--- src/rtl/seg7_scan_counter.sv ---
// Multi-digit BCD up/down counter with multiplexed active-low 7-segment scan output.
// Optional leading-zero blanking is enabled by defining SEG7_LEADING_ZERO_BLANK_EN.
module seg7_scan_counter #(
    parameter int DIGITS   = 4,
    parameter int SCAN_DIV = 50000,
    parameter int STEP_DIV = 25000000
) (
    input  logic                  clk,
    input  logic                  rst,
    input  logic                  en,
    input  logic                  up_dn,
    input  logic                  load,
    input  logic [4*DIGITS-1:0]   load_val,
    output logic [4*DIGITS-1:0]   count,
    output logic                  carry,
    output logic [DIGITS-1:0]     digit_sel,
    output logic [6:0]            seg_n
);

    localparam int SCAN_W = $clog2(SCAN_DIV);
    localparam int STEP_W = $clog2(STEP_DIV);
    localparam int IDX_W  = $clog2(DIGITS);

    localparam logic [SCAN_W-1:0] SCAN_LAST = SCAN_W'(SCAN_DIV - 1);
    localparam logic [STEP_W-1:0] STEP_LAST = STEP_W'(STEP_DIV - 1);
    localparam logic [IDX_W-1:0]  IDX_LAST  = IDX_W'(DIGITS - 1);

    logic [SCAN_W-1:0]   scan_cnt;
    logic [STEP_W-1:0]   step_cnt;
    logic                scan_tick;
    logic                step_tick;
    logic [IDX_W-1:0]    idx;

    logic [4*DIGITS-1:0] load_bcd;
    logic [4*DIGITS-1:0] step_bcd;
    logic                ripple;
    logic [3:0]          cur_digit;
    logic [3:0]          sel_digit;
    logic [6:0]          seg_dec;
    logic [6:0]          seg_next;

    assign scan_tick = (scan_cnt == SCAN_LAST);
    assign step_tick = (step_cnt == STEP_LAST);

    always_ff @(posedge clk) begin
        if (rst) begin
            scan_cnt <= '0;
            step_cnt <= '0;
        end else begin
            scan_cnt <= scan_tick ? '0 : scan_cnt + SCAN_W'(1);
            step_cnt <= step_tick ? '0 : step_cnt + STEP_W'(1);
        end
    end

    // Ripple survives past the top digit only when every digit wrapped (all 9s up / all 0s down).
    always_comb begin
        load_bcd  = '0;
        step_bcd  = '0;
        ripple    = 1'b1;
        cur_digit = '0;
        for (int unsigned i = 0; i < DIGITS; i++) begin
            load_bcd[4*i +: 4] = (load_val[4*i +: 4] > 4'd9) ? 4'd0 : load_val[4*i +: 4];
            cur_digit = count[4*i +: 4];
            if (!ripple) begin
                step_bcd[4*i +: 4] = cur_digit;
            end else if (up_dn) begin
                if (cur_digit == 4'd9) begin
                    step_bcd[4*i +: 4] = 4'd0;
                end else begin
                    step_bcd[4*i +: 4] = cur_digit + 4'd1;
                    ripple = 1'b0;
                end
            end else begin
                if (cur_digit == 4'd0) begin
                    step_bcd[4*i +: 4] = 4'd9;
                end else begin
                    step_bcd[4*i +: 4] = cur_digit - 4'd1;
                    ripple = 1'b0;
                end
            end
        end
    end

    always_ff @(posedge clk) begin
        if (rst) begin
            count <= '0;
            carry <= 1'b0;
        end else if (load) begin
            count <= load_bcd;
            carry <= 1'b0;
        end else if (step_tick && en) begin
            count <= step_bcd;
            carry <= ripple;
        end else begin
            carry <= 1'b0;
        end
    end

    always_ff @(posedge clk) begin
        if (rst) begin
            idx <= '0;
        end else if (scan_tick) begin
            idx <= (idx == IDX_LAST) ? '0 : idx + IDX_W'(1);
        end
    end

    assign sel_digit = count[4*idx +: 4];

    always_comb begin
        case (sel_digit)
            4'd0:    seg_dec = 7'b1000000;
            4'd1:    seg_dec = 7'b1111001;
            4'd2:    seg_dec = 7'b0100100;
            4'd3:    seg_dec = 7'b0110000;
            4'd4:    seg_dec = 7'b0011001;
            4'd5:    seg_dec = 7'b0010010;
            4'd6:    seg_dec = 7'b0000010;
            4'd7:    seg_dec = 7'b1111000;
            4'd8:    seg_dec = 7'b0000000;
            4'd9:    seg_dec = 7'b0010000;
            default: seg_dec = 7'b1111111;
        endcase
    end

`ifdef SEG7_LEADING_ZERO_BLANK_EN
    logic [DIGITS-1:0] blank;
    logic              hi_zero;

    // blank[k] is set when digit k and every digit above it are zero; digit 0 always shows.
    always_comb begin
        hi_zero = 1'b1;
        blank   = '0;
        for (int unsigned k = DIGITS; k > 0; k--) begin
            hi_zero    = hi_zero && (count[4*(k-1) +: 4] == 4'd0);
            blank[k-1] = hi_zero;
        end
        blank[0] = 1'b0;
    end

    assign seg_next = blank[idx] ? 7'b1111111 : seg_dec;
`else
    assign seg_next = seg_dec;
`endif

    always_ff @(posedge clk) begin
        if (rst) begin
            digit_sel <= {{(DIGITS-1){1'b1}}, 1'b0};
            seg_n     <= 7'b1000000;
        end else begin
            digit_sel <= ~(DIGITS'(1) << idx);
            seg_n     <= seg_next;
        end
    end

endmodule

--- config.mk ---
export PLATFORM = sky130hd
export DESIGN_NAME = seg7_scan_counter
export DESIGN_NICKNAME = d
export VERILOG_FILES = /design/src/rtl/seg7_scan_counter.sv
export SDC_FILE = /design/constraint.sdc
export NUM_CORES = 1
export LEC_CHECK = 0
export CAP_MARGIN = 20
export CORE_MARGIN = 5
export CORE_UTILIZATION = 35
export DETAILED_ROUTE_END_ITERATION = 7
export GPL_TIMING_DRIVEN = 0
export PLACE_DENSITY = 0.65
export SYNTH_ARGS = -nofsm -noshare
export SYNTH_HDL_FRONTEND = slang
export SYNTH_SLANG_ARGS = --single-unit
--- constraint.sdc ---
create_clock -name clk -period 2.8 [get_ports clk]
set_input_delay 0.56 -clock clk [delete_from_list [all_inputs] [get_ports clk]]
set_output_delay 0.56 -clock clk [all_outputs]
set_load 0.01 [all_outputs]
==> qor.txt, run 1 <==
Initial core utilization: 0.360
Grt peak-use layer: met2
Final Hold Vio Count: 0
Mean routed wirelength per cell: 14.5 µm
Hold buffers post-CTS: 0
GRT Util Overall: 0.141
Status: finished, final reports clean
Worst path bufs/invs: 3
Post-Route Utilization: 0.442
RSZ-0062 raised after global routing: no
First-pass GRT wire length: 16600 µm
Max_slew headroom: 0.473
Slowest cell on crit path: clkdlybuf4s50_1
Fillers: 1123
Std-Cell Rows: 39
Post-synth top area share: 0.345
Reg2reg start: step_cnt[0]
Final instance area: 5070 µm²
Worst setup SP type: input port
Power Internal: 1.86 mW
Post-synth EDFFs: 0
Sequential share of power: 0.431
Slew @ Worst Pin: 784 ps
Critical Path RT: 3000 ps
Netlist Area Pre-Place: 4130 µm²
Hold Path Sink: scan_cnt[0]
Leading area contributor after synthesis: dfxtp_1
CP dominant cell by count: mux2i_1
Post-DP HPWL: 7510 µm
MaxCap Viol Count: 0
Cell variety after synth: 61
Setup_tns: 0 ps
GR Util met1: 0.179
Pre-CTS WS: 50.7 ps
Post-CTS resize count: 0
Post-layout net count: 588
Worst Path Max Fanout: 10
Comb power frac: 0.117
Layout cells sized above 1: 0.0768
Leading cell type in the layout, fill and taps excluded: nor2_1
Final critical-path required period: 2430 ps
Final GP Congestion: 0.906
CTS buffer count: 9
Setup CP Type: in -> reg
Worst Path Arrival: 2630 ps
Fin crit share: 0.867
Synthesized instance count: 497
Die width: 119 µm
Clk buf depth: 2
Power Total: 2.46 mW
Worst Skew: 4.09 ps
Die area: 14100 µm²
CTS root buf: clkbuf_16
Post-CTS Setup Inserts: 0
Pwr dens: 484 nW/µm²
Met2 usage in global routing: 0.226
Clk sinks: 71
Number of vias per cell: 5.29
Reg2reg setup slack: 530 ps
Min-Delay Path Depth: 1
DRC Markers: 0
Slew Limit Fails: 0
Pre-antenna DRT Iters: 5
F_max: 412 MHz
Antenna cell count: 0
Vias in the first global route: 3537
R2R depth: 6
Critical path's largest stage delay: 580 ps
CP cell instances: clkdlybuf4s50_1 -> buf_2 -> buf_1 -> mux2i_1 -> a221o_1 -> mux2i_1 -> o22ai_1
Setup ws final: 371 ps
CTS tree: yes
Pin count of the biggest net entering global routing: 13
Synth Flop Type: dfxtp_1
Clk_lat worst skew: 340 ps
Crit. End Element: flop
Core Area: 11500 µm²
Hold_sp: scan_cnt[0]
Switch share: 0.245
Starting DRT DRC Count: 192
LEAKAGE: 1.78 nW
Synthesis Warnings: 0
Synth area leaders: dfxtp_1, nor2_1, xor2_1
Ports: 49
CP delay by family, top: buffers and inverters
Routed Antenna Nets: 0
Initial antenna violation count: 0
H-tree depth: 3
Placed Area: 4780 µm²
Most frequent cells in the layout: nor2_1, dfxtp_1, clkdlybuf4s50_1, nand2_1, xor2_1
Reg-to-Reg End: step_cnt[15]
Port buffer count: 48
DR vias: 3718
Routed wire length: 10200 µm
Seq/Total Area, Yosys: 0.345
GR Overflow Total: 0
Clock-pin slew of the registers on the worst-case setup and hold paths: 50 ps
Grt met3 use: 0.0301
Sw Pwr: 0.601 mW
Layout-stage area growth over the synthesis result: 23.0%
Chip height: 119 µm
Mean area per synthesized cell: 8.30 µm²
HP Class: reg -> reg
Max VDD drop: 0.000285 V
Synth Register Bits: 71
Async S/R FF share, synth: 0
Post-Syn Nets: 529
Final setup fails: 0
Power share of the clock group: 0.453
[cells in the mapped netlist (7+ instances only)]
| cell type | number |
|---|---|
| nor3_1 | 10 |
| xnor2_1 | 21 |
| nand2_1 | 36 |
| nand4_1 | 14 |
| buf_2 | 7 |
| a21oi_1 | 13 |
| nand3_1 | 20 |
| inv_1 | 12 |
| clkbuf_1 | 20 |
| mux2i_1 | 10 |
| and3_1 | 12 |
| xor2_1 | 25 |
| ha_1 | 11 |
| nor2_1 | 80 |
| o21ai_0 | 17 |
| nand2b_1 | 15 |
| dfxtp_1 | 71 |
[routing by layer]
metal,vias to the layer above,part of all wire
met2,83,0.46
li1,1871,-
met5,-,0
met1,1749,0.47
met3,15,0.049
met4,0,0.021
[worst reg2reg max path: stages, from the launching register on]
cell      delay (ps)
dfxtp_1          370
ha_1             230
and4_1           320
nand4_1          280
o21bai_1         450
clkbuf_1         390
nor2_1           100
[sequential cells by signal, summed over array words and instances (netlist names)]
signal,count
idx,2
scan_cnt,16
seg_n,7
step_cnt,25
count,16
digit_sel,4
carry,1
[power groups by stage]
stage                     sequential [mW]  combinational [mW]  clock [mW]
after global placement               1.08               0.280           0
final                                1.06               0.287        1.11
after global routing                 1.06               0.314        1.18
after floorplan                      1.08               0.165           0
after detailed placement             1.08               0.285           0
after CTS                            1.06               0.286        1.14
[worst max path at each step]
stage | start | end | slack [ps] | cells after the start
finish | up_dn | count[11] | 370 | 7
global route | up_dn | count[1] | 210 | 8
CTS | up_dn | count[1] | 390 | 8
detailed placement | up_dn | count[1] | 50 | 8
global placement | up_dn | count[1] | 60 | 8
floorplan | step_cnt[0] | count[13] | 870 | 7
[cell type report]
cell class	count	area, µm²	share of cell area
plain buffers	32	140	0.0276
clock buffers	10	229	0.0451
inverters	13	48.8	0.00962
clock inverters	5	60.1	0.0118
multi-input cells	381	2510	0.496
repair buffers	48	480	0.0947
well taps	143	179	0.0353
flip-flops and latches	71	1420	0.280
[logic make-up (layout without fill, tap and decap cells)]
group | count (synthesis) | count (layout) | synth area share
xor+xnor | 46 | 46 | 0.0977
simple gates | 233 | 233 | 0.303
flops | 71 | 71 | 0.345
buf+inv | 45 | 108 | 0.0458
fa+ha+maj | 11 | 11 | 0.0334
mux | 16 | 16 | 0.0488
compound gates | 75 | 75 | 0.126
[stage by stage]
| stage | std cells | hold slack, ps |
|---|---|---|
| after floorplan | 497 | 418 |
| after global placement | 688 | 431 |
| after detailed placement | 688 | 438 |
| after CTS | 703 | 452 |
| after global routing | 703 | 468 |
| final | 703 | 447 |
(Power assumes the default switching activity.)
==> run 2, diff against run 1 <==
--- a/config.mk
+++ b/config.mk
@@ -11,6 +11,7 @@
 export DETAILED_ROUTE_END_ITERATION = 7
 export GPL_TIMING_DRIVEN = 0
 export PLACE_DENSITY = 0.65
+export SLEW_MARGIN = 20
 export SYNTH_ARGS = -nofsm -noshare
 export SYNTH_HDL_FRONTEND = slang
 export SYNTH_SLANG_ARGS = --single-unit
==> results of run 2 <==
Final layout, timing and power as in run 1 (identical DEF).
==> edit 1, RTL diff (flow settings as in run 2) <==
Register the output `seg_n` once more, without a reset; this adds one clock of latency there. The other outputs are not delayed to match.
--- a/src/rtl/seg7_scan_counter.sv
+++ b/src/rtl/seg7_scan_counter.sv
@@ -26,2 +26,4 @@
     localparam logic [IDX_W-1:0]  IDX_LAST  = IDX_W'(DIGITS - 1);
+
+    logic [6:0] seg_n_s0;
 
@@ -147,7 +149,11 @@
             digit_sel <= {{(DIGITS-1){1'b1}}, 1'b0};
-            seg_n     <= 7'b1000000;
+            seg_n_s0  <= 7'b1000000;
         end else begin
             digit_sel <= ~(DIGITS'(1) << idx);
-            seg_n     <= seg_next;
+            seg_n_s0  <= seg_next;
         end
+    end
+
+    always_ff @(posedge clk) begin
+        seg_n <= seg_n_s0;
     end
Check against the original RTL: not equivalent (Yosys sat finds a counterexample within 4 cycles, from zero or initial values and one cycle with rst high).
==> edit 1 against run 2 <==
Final cell count shrank 1.1%; via count fell by 1.0%; design area is essentially flat; largest power group unchanged; area after synthesis is 0.45% lower; worst setup slack worse by 0.30 ns; total power grew 8.2%; sequential power up 9%; routed wire length shrank 3.8%; sequential cell count grew 7; register-to-register slack got worse by 0.39 ns; highest routed layer unchanged.
==> edit 1: results (changes against run 2) <==
grt_pass1_vias: 3534  # was 3537
io_buffers: 48  # unchanged
drc: 0  # unchanged
root_buffer: "clkbuf_16"  # unchanged
grt_pass1_wl_mm: 16.72  # was 16.62 mm
power_switching_mw: 0.6789  # was 0.6015 mW
reg.largest.list: "step_cnt (25), count (16), scan_cnt (16)"  # unchanged
cts_max_level: 3  # unchanged
clk_path_buf_depth: 2  # unchanged
async_flop_share_pct: 0  # unchanged
synth_common_cells: "dfxtp_1, nor2_1, nand2_1"  # was nor2_1, dfxtp_1, nand2_1
arrival_ns: 2.97  # was 2.63 ns
setup_violations: 0  # unchanged
place_area_sq_mm: 0.004766  # was 0.004785 sq mm
netlist_top_cells_area: "dfxtp_1, nor2_1, xnor2_1, ha_1, xor2_1"  # was dfxtp_1, nor2_1, xor2_1, xnor2_1, ha_1
ys_warn_count: 0  # unchanged
yosysSeqAreaShare_pct: 38.03  # was 34.46%
syn-mean-instance-area_sq_um: 8.415  # was 8.300 sq um
firstDrtPassIters: 5  # unchanged
synth.distinct_cells: 63  # was 61
fillers: 1122  # was 1123
syn_nets: 520  # was 529
viasPerCell: 5.295  # was 5.289
track_usage_pct: 14.19  # was 14.09%
drt_iter0_drc: 217  # was 192
pre_cts_ws_ns: -0.4250  # was 0.05072 ns
max_stage_delay_ns: 0.62  # was 0.58 ns
ys.flop_type: "dfxtp_1"  # unchanged
r2r_cells: 7  # was 6
crit_path_top_delay_cell: "or4_2"  # was clkdlybuf4s50_1
fin_skew_ns: 0.009904  # was 0.004087 ns
fin_nets: 579  # was 588
peakVddDrop_mv: 0.2419  # was 0.2848 mV
clock_latency_ns: 0.34  # about the same
dp.cells: 679  # was 688
routed_wl_mm: 9.791  # was 10.18 mm
antenna_cells: 0  # unchanged
wl_per_cell_um: 14.09  # was 14.49 um
grt_max_degree: 16  # was 13
hold_depth: 0  # was 1
status: "finished, final reports clean"  # unchanged
worst_slew_pin_slew_ns: 0.7011  # was 0.7839 ns
antenna_found_initial: 0  # unchanged
layout-drive-gt1-share_pct: 6.884  # was 7.679%
dp_hpwl_mm: 7.187  # was 7.510 mm
gp_congestion: 0.8644  # was 0.9061
hold_path_class: "register to register"  # unchanged
path_max_fanout: 10  # unchanged
p_leak_nw: 1.734  # was 1.778 nW
numCtsBuffers: 9  # unchanged
seq_area_sq_mm: 0.001562  # was 0.001421 sq mm
## edit 1: cell count changes after synthesis, moves of 5 or more
| cell | delta |
|---|---|
| nor3_1 | +8 |
| o21ai_0 | +7 |
| nor2_1 | -5 |
| nand4_1 | -7 |
| a31oi_1 | +9 |
| o31ai_1 | -5 |
| xnor2_1 | +9 |
| dfxtp_1 | +7 |
| a21oi_1 | +5 |
| nand2b_1 | -7 |
| buf_2 | -5 |
| xor2_1 | -11 |
## edit 1: final cells by class
cell class | count | share of cell area [%]
Multi-Input combinational cell | 362 | 45.70
Sequential cell | 78 | 30.75
Timing Repair Buffer | 48 | 9.460
Clock buffer | 9 | 4.435
Tap cell | 143 | 3.523
Buffer | 32 | 3.326
Clock inverter | 7 | 1.626
Inverter | 16 | 1.183
## edit 1: path summary, 6_finish.rpt
path               start        end  slack, ns
max reg2reg  step_cnt[0]  count[12]       0.14
min          seg_n_s0[2]   seg_n[2]       0.33
max                up_dn  count[12]       0.08
min reg2reg  seg_n_s0[2]   seg_n[2]       0.33
## edit 1: cell families after synthesis
kind of cell | Yosys count | share of synthesized area, %
AOI/OAI and AO/OA | 85 | 13.47
xor gates and xnor gates | 44 | 9.385
adders and majority gates | 11 | 3.352
buffers and inverters | 48 | 5.454
DFF | 78 | 38.03
muxes | 13 | 4.144
and+or+nand+nor | 209 | 26.17
## edit 1: power by group through the flow
stage | clock (mW) | combinational, mW | sequential [mW]
2_1_floorplan | 0 | 0.166 | 1.19
3_3_place_gp | 0 | 0.286 | 1.19
3_5_place_dp | 0 | 0.289 | 1.19
4_1_cts | 1.23 | 0.291 | 1.16
5_1_grt | 1.29 | 0.321 | 1.17
6_report | 1.20 | 0.292 | 1.16
## edit 1: timing repair
item | 4_1_cts | 5_1_grt
pin swaps | 0 | 0
hold buffers | 0 | 0
endpoints found under the setup margin | 2 | 5
cloned | 0 | 0
gates resized for setup | 1 | 3
## edit 1: worst max-delay path, delay by kind of cell
family          cells  cell delay (ns)
simple gates        3             1.06
mux                 1             0.30
buf+inv             2             0.78
compound gates      1             0.27
## edit 1: per-layer routing
| metal | vias to the layer above | wire, um | GRT usage [%] |
|---|---|---|---|
| met5 | - | 0 | 0 |
| met4 | 0 | 218 | 6.237 |
| met3 | 19 | 513 | 3.009 |
| met2 | 111 | 4539 | 22.29 |
| met1 | 1703 | 4519 | 18.80 |
| li1 | 1847 | - | - |
==> edit 2, RTL diff (config.mk and constraints of run 2) <==
Without the edit above. Build with the macro `SEG7_LEADING_ZERO_BLANK_EN` defined.
--- a/src/rtl/seg7_scan_counter.sv
+++ b/src/rtl/seg7_scan_counter.sv
@@ -2,2 +2,4 @@
 // Optional leading-zero blanking is enabled by defining SEG7_LEADING_ZERO_BLANK_EN.
+`define SEG7_LEADING_ZERO_BLANK_EN
+
 module seg7_scan_counter #(
Function: same outputs for any inputs over 10 cycles, from zero or initial values and one cycle with rst high; that may be too few to reach the edited logic, so the function may still have changed.
==> edit 2 against run 2 <==
First-iteration DRC count is 33% higher; sequential power about the same; design area fell by 0.42%; die area is 1.4% lower; worst setup slack lost 0.34 ns; total power grew 3.4%; routed wire length is 3.7% higher; area after synthesis fell by 1.5%; synthesized cell count down 0.20%; sequential cell count is the same; clock skew increased by 0.0038 ns; register-to-register slack worse by 0.25 ns; utilization barely moved.
==> edit 2: results (changes against run 2) <==
async_flop_share_pct: 0  # unchanged
fin_nets: 589  # was 588
viasPerCell: 5.474  # was 5.289
rrSetupSlack_ns: 0.28  # was 0.53 ns
drt_iter0_drc: 255  # was 192
fin_skew_ns: 0.007878  # was 0.004087 ns
io_buffers: 48  # unchanged
ys_warn_count: 0  # unchanged
grt_max_degree: 14  # was 13
via_count: 3859  # was 3718
grt_pass1_wl_mm: 17.91  # was 16.62 mm
ys.flop_type: "dfxtp_1"  # unchanged
crit_path_top_delay_cell: "clkdlybuf4s50_1"  # unchanged
numCtsBuffers: 9  # unchanged
min_period_over_period_pct: 98.93  # was 86.73%
syn-mean-instance-area_sq_um: 8.188  # was 8.300 sq um
peakVddDrop_mv: 0.2523  # was 0.2848 mV
max_stage_delay_ns: 0.52  # was 0.58 ns
track_usage_pct: 15.35  # was 14.09%
slew_headroom_pct: 47.15  # was 47.26%
worstHoldStart: "scan_cnt[0]"  # unchanged
clk_path_buf_depth: 2  # unchanged
hold_path_class: "register to register"  # unchanged
path_clk_slew_ns: 0.06
grt_pass1_vias: 3667  # was 3537
critPathTopFamily: "compound AO/OA/AOI/OAI gates"  # was buffers and inverters
arrival_ns: 3.01  # was 2.63 ns
synth_common_cells: "dfxtp_1, nor2_1, clkbuf_1"  # was nor2_1, dfxtp_1, nand2_1
reg2reg_from: "count[7]"  # was step_cnt[0]
hold_ws_ns: 0.4548  # was 0.4468 ns
netlist_top_cells_area: "dfxtp_1, nor2_1, xor2_1, xnor2_1, ha_1"  # unchanged
gp_congestion: 0.8693  # was 0.9061
p_leak_nw: 1.787  # was 1.778 nW
wl_per_cell_um: 14.98  # was 14.49 um
layout-drive-gt1-share_pct: 6.584  # was 7.679%
firstDrtPassIters: 4  # was 5
fin_area_sq_mm: 0.005052  # was 0.005074 sq mm
synth.distinct_cells: 56  # was 61
pre_cts_ws_ns: -0.3343  # was 0.05072 ns
crit_start: "up_dn"  # unchanged
fillers: 1139  # was 1123
path_max_fanout: 10  # unchanged
antenna_found_initial: 0  # unchanged
place_area_sq_mm: 0.004721  # was 0.004785 sq mm
dp_hpwl_mm: 7.814  # was 7.510 mm
root_buffer: "clkbuf_16"  # unchanged
yosysSeqAreaShare_pct: 35.00  # was 34.46%
syn_nets: 528  # was 529
status: "finished, final reports clean"  # unchanged
dp.cells: 687  # was 688
reg.largest.list: "step_cnt (25), count (16), scan_cnt (16)"  # unchanged
## edit 2: cell count changes in the layout (fill, tap and decap cells not counted), moves of 5 or more
cell	before	now
inv_1	12	17
nor2_1	80	66
clkbuf_1	21	28
nor3_1	10	17
buf_2	7	2
o21ai_0	17	22
nand2_1	36	25
a31oi_1	0	7
a21oi_1	13	20
## edit 2: power breakdown
group | total (mW) | internal, mW | switching, mW
sequential | 1.06 | 1.03 | 0.0223
combinational | 0.303 | 0.140 | 0.164
clock | 1.18 | 0.718 | 0.462
total | 2.54 | 1.89 | 0.648
## edit 2: metal layers
metal / vias to the layer above / share of wire, % / GRT usage [%]
li1: 1884 / - / -
met1: 1839 / 45 / 19.51
met2: 122 / 48 / 25.28
met3: 14 / 6.0 / 3.844
met4: 0 / 1.4 / 5.376
met5: - / 0 / 0
## edit 2: kinds of logic (layout without fill, tap and decap cells)
family | count (synthesis) | in the layout | synth area share, %
multiplexers | 14 | 14 | 4.744
flip-flops | 71 | 71 | 35.00
adder cells (fa/ha/maj) | 11 | 11 | 3.389
buffers and inverters | 53 | 119 | 4.960
AO/OA/AOI/OAI | 90 | 90 | 14.51
AND/OR/NAND/NOR | 212 | 212 | 27.70
XOR/XNOR | 45 | 45 | 9.704
## edit 2: worst paths after layout
kind | end | depth (start not counted)
worst max-delay path | count[12] | 7
worst max register to register | count[12] | 6
worst min-delay path | scan_cnt[0] | 1
worst min register to register | scan_cnt[0] | 1
## edit 2: timing repair
item,CTS,global route
setup endpoints to repair,0,4
setup buffers,0,2
gates resized for setup,0,4
## edit 2: layout make-up
type	count	area share, %
multi-input combinational	372	48.39
sequential	71	28.13
buffer	36	2.774
timing repair buffer	50	9.807
clock buffer	10	4.730
inverter	17	1.263
clock inverter	6	1.362
tap	143	3.541
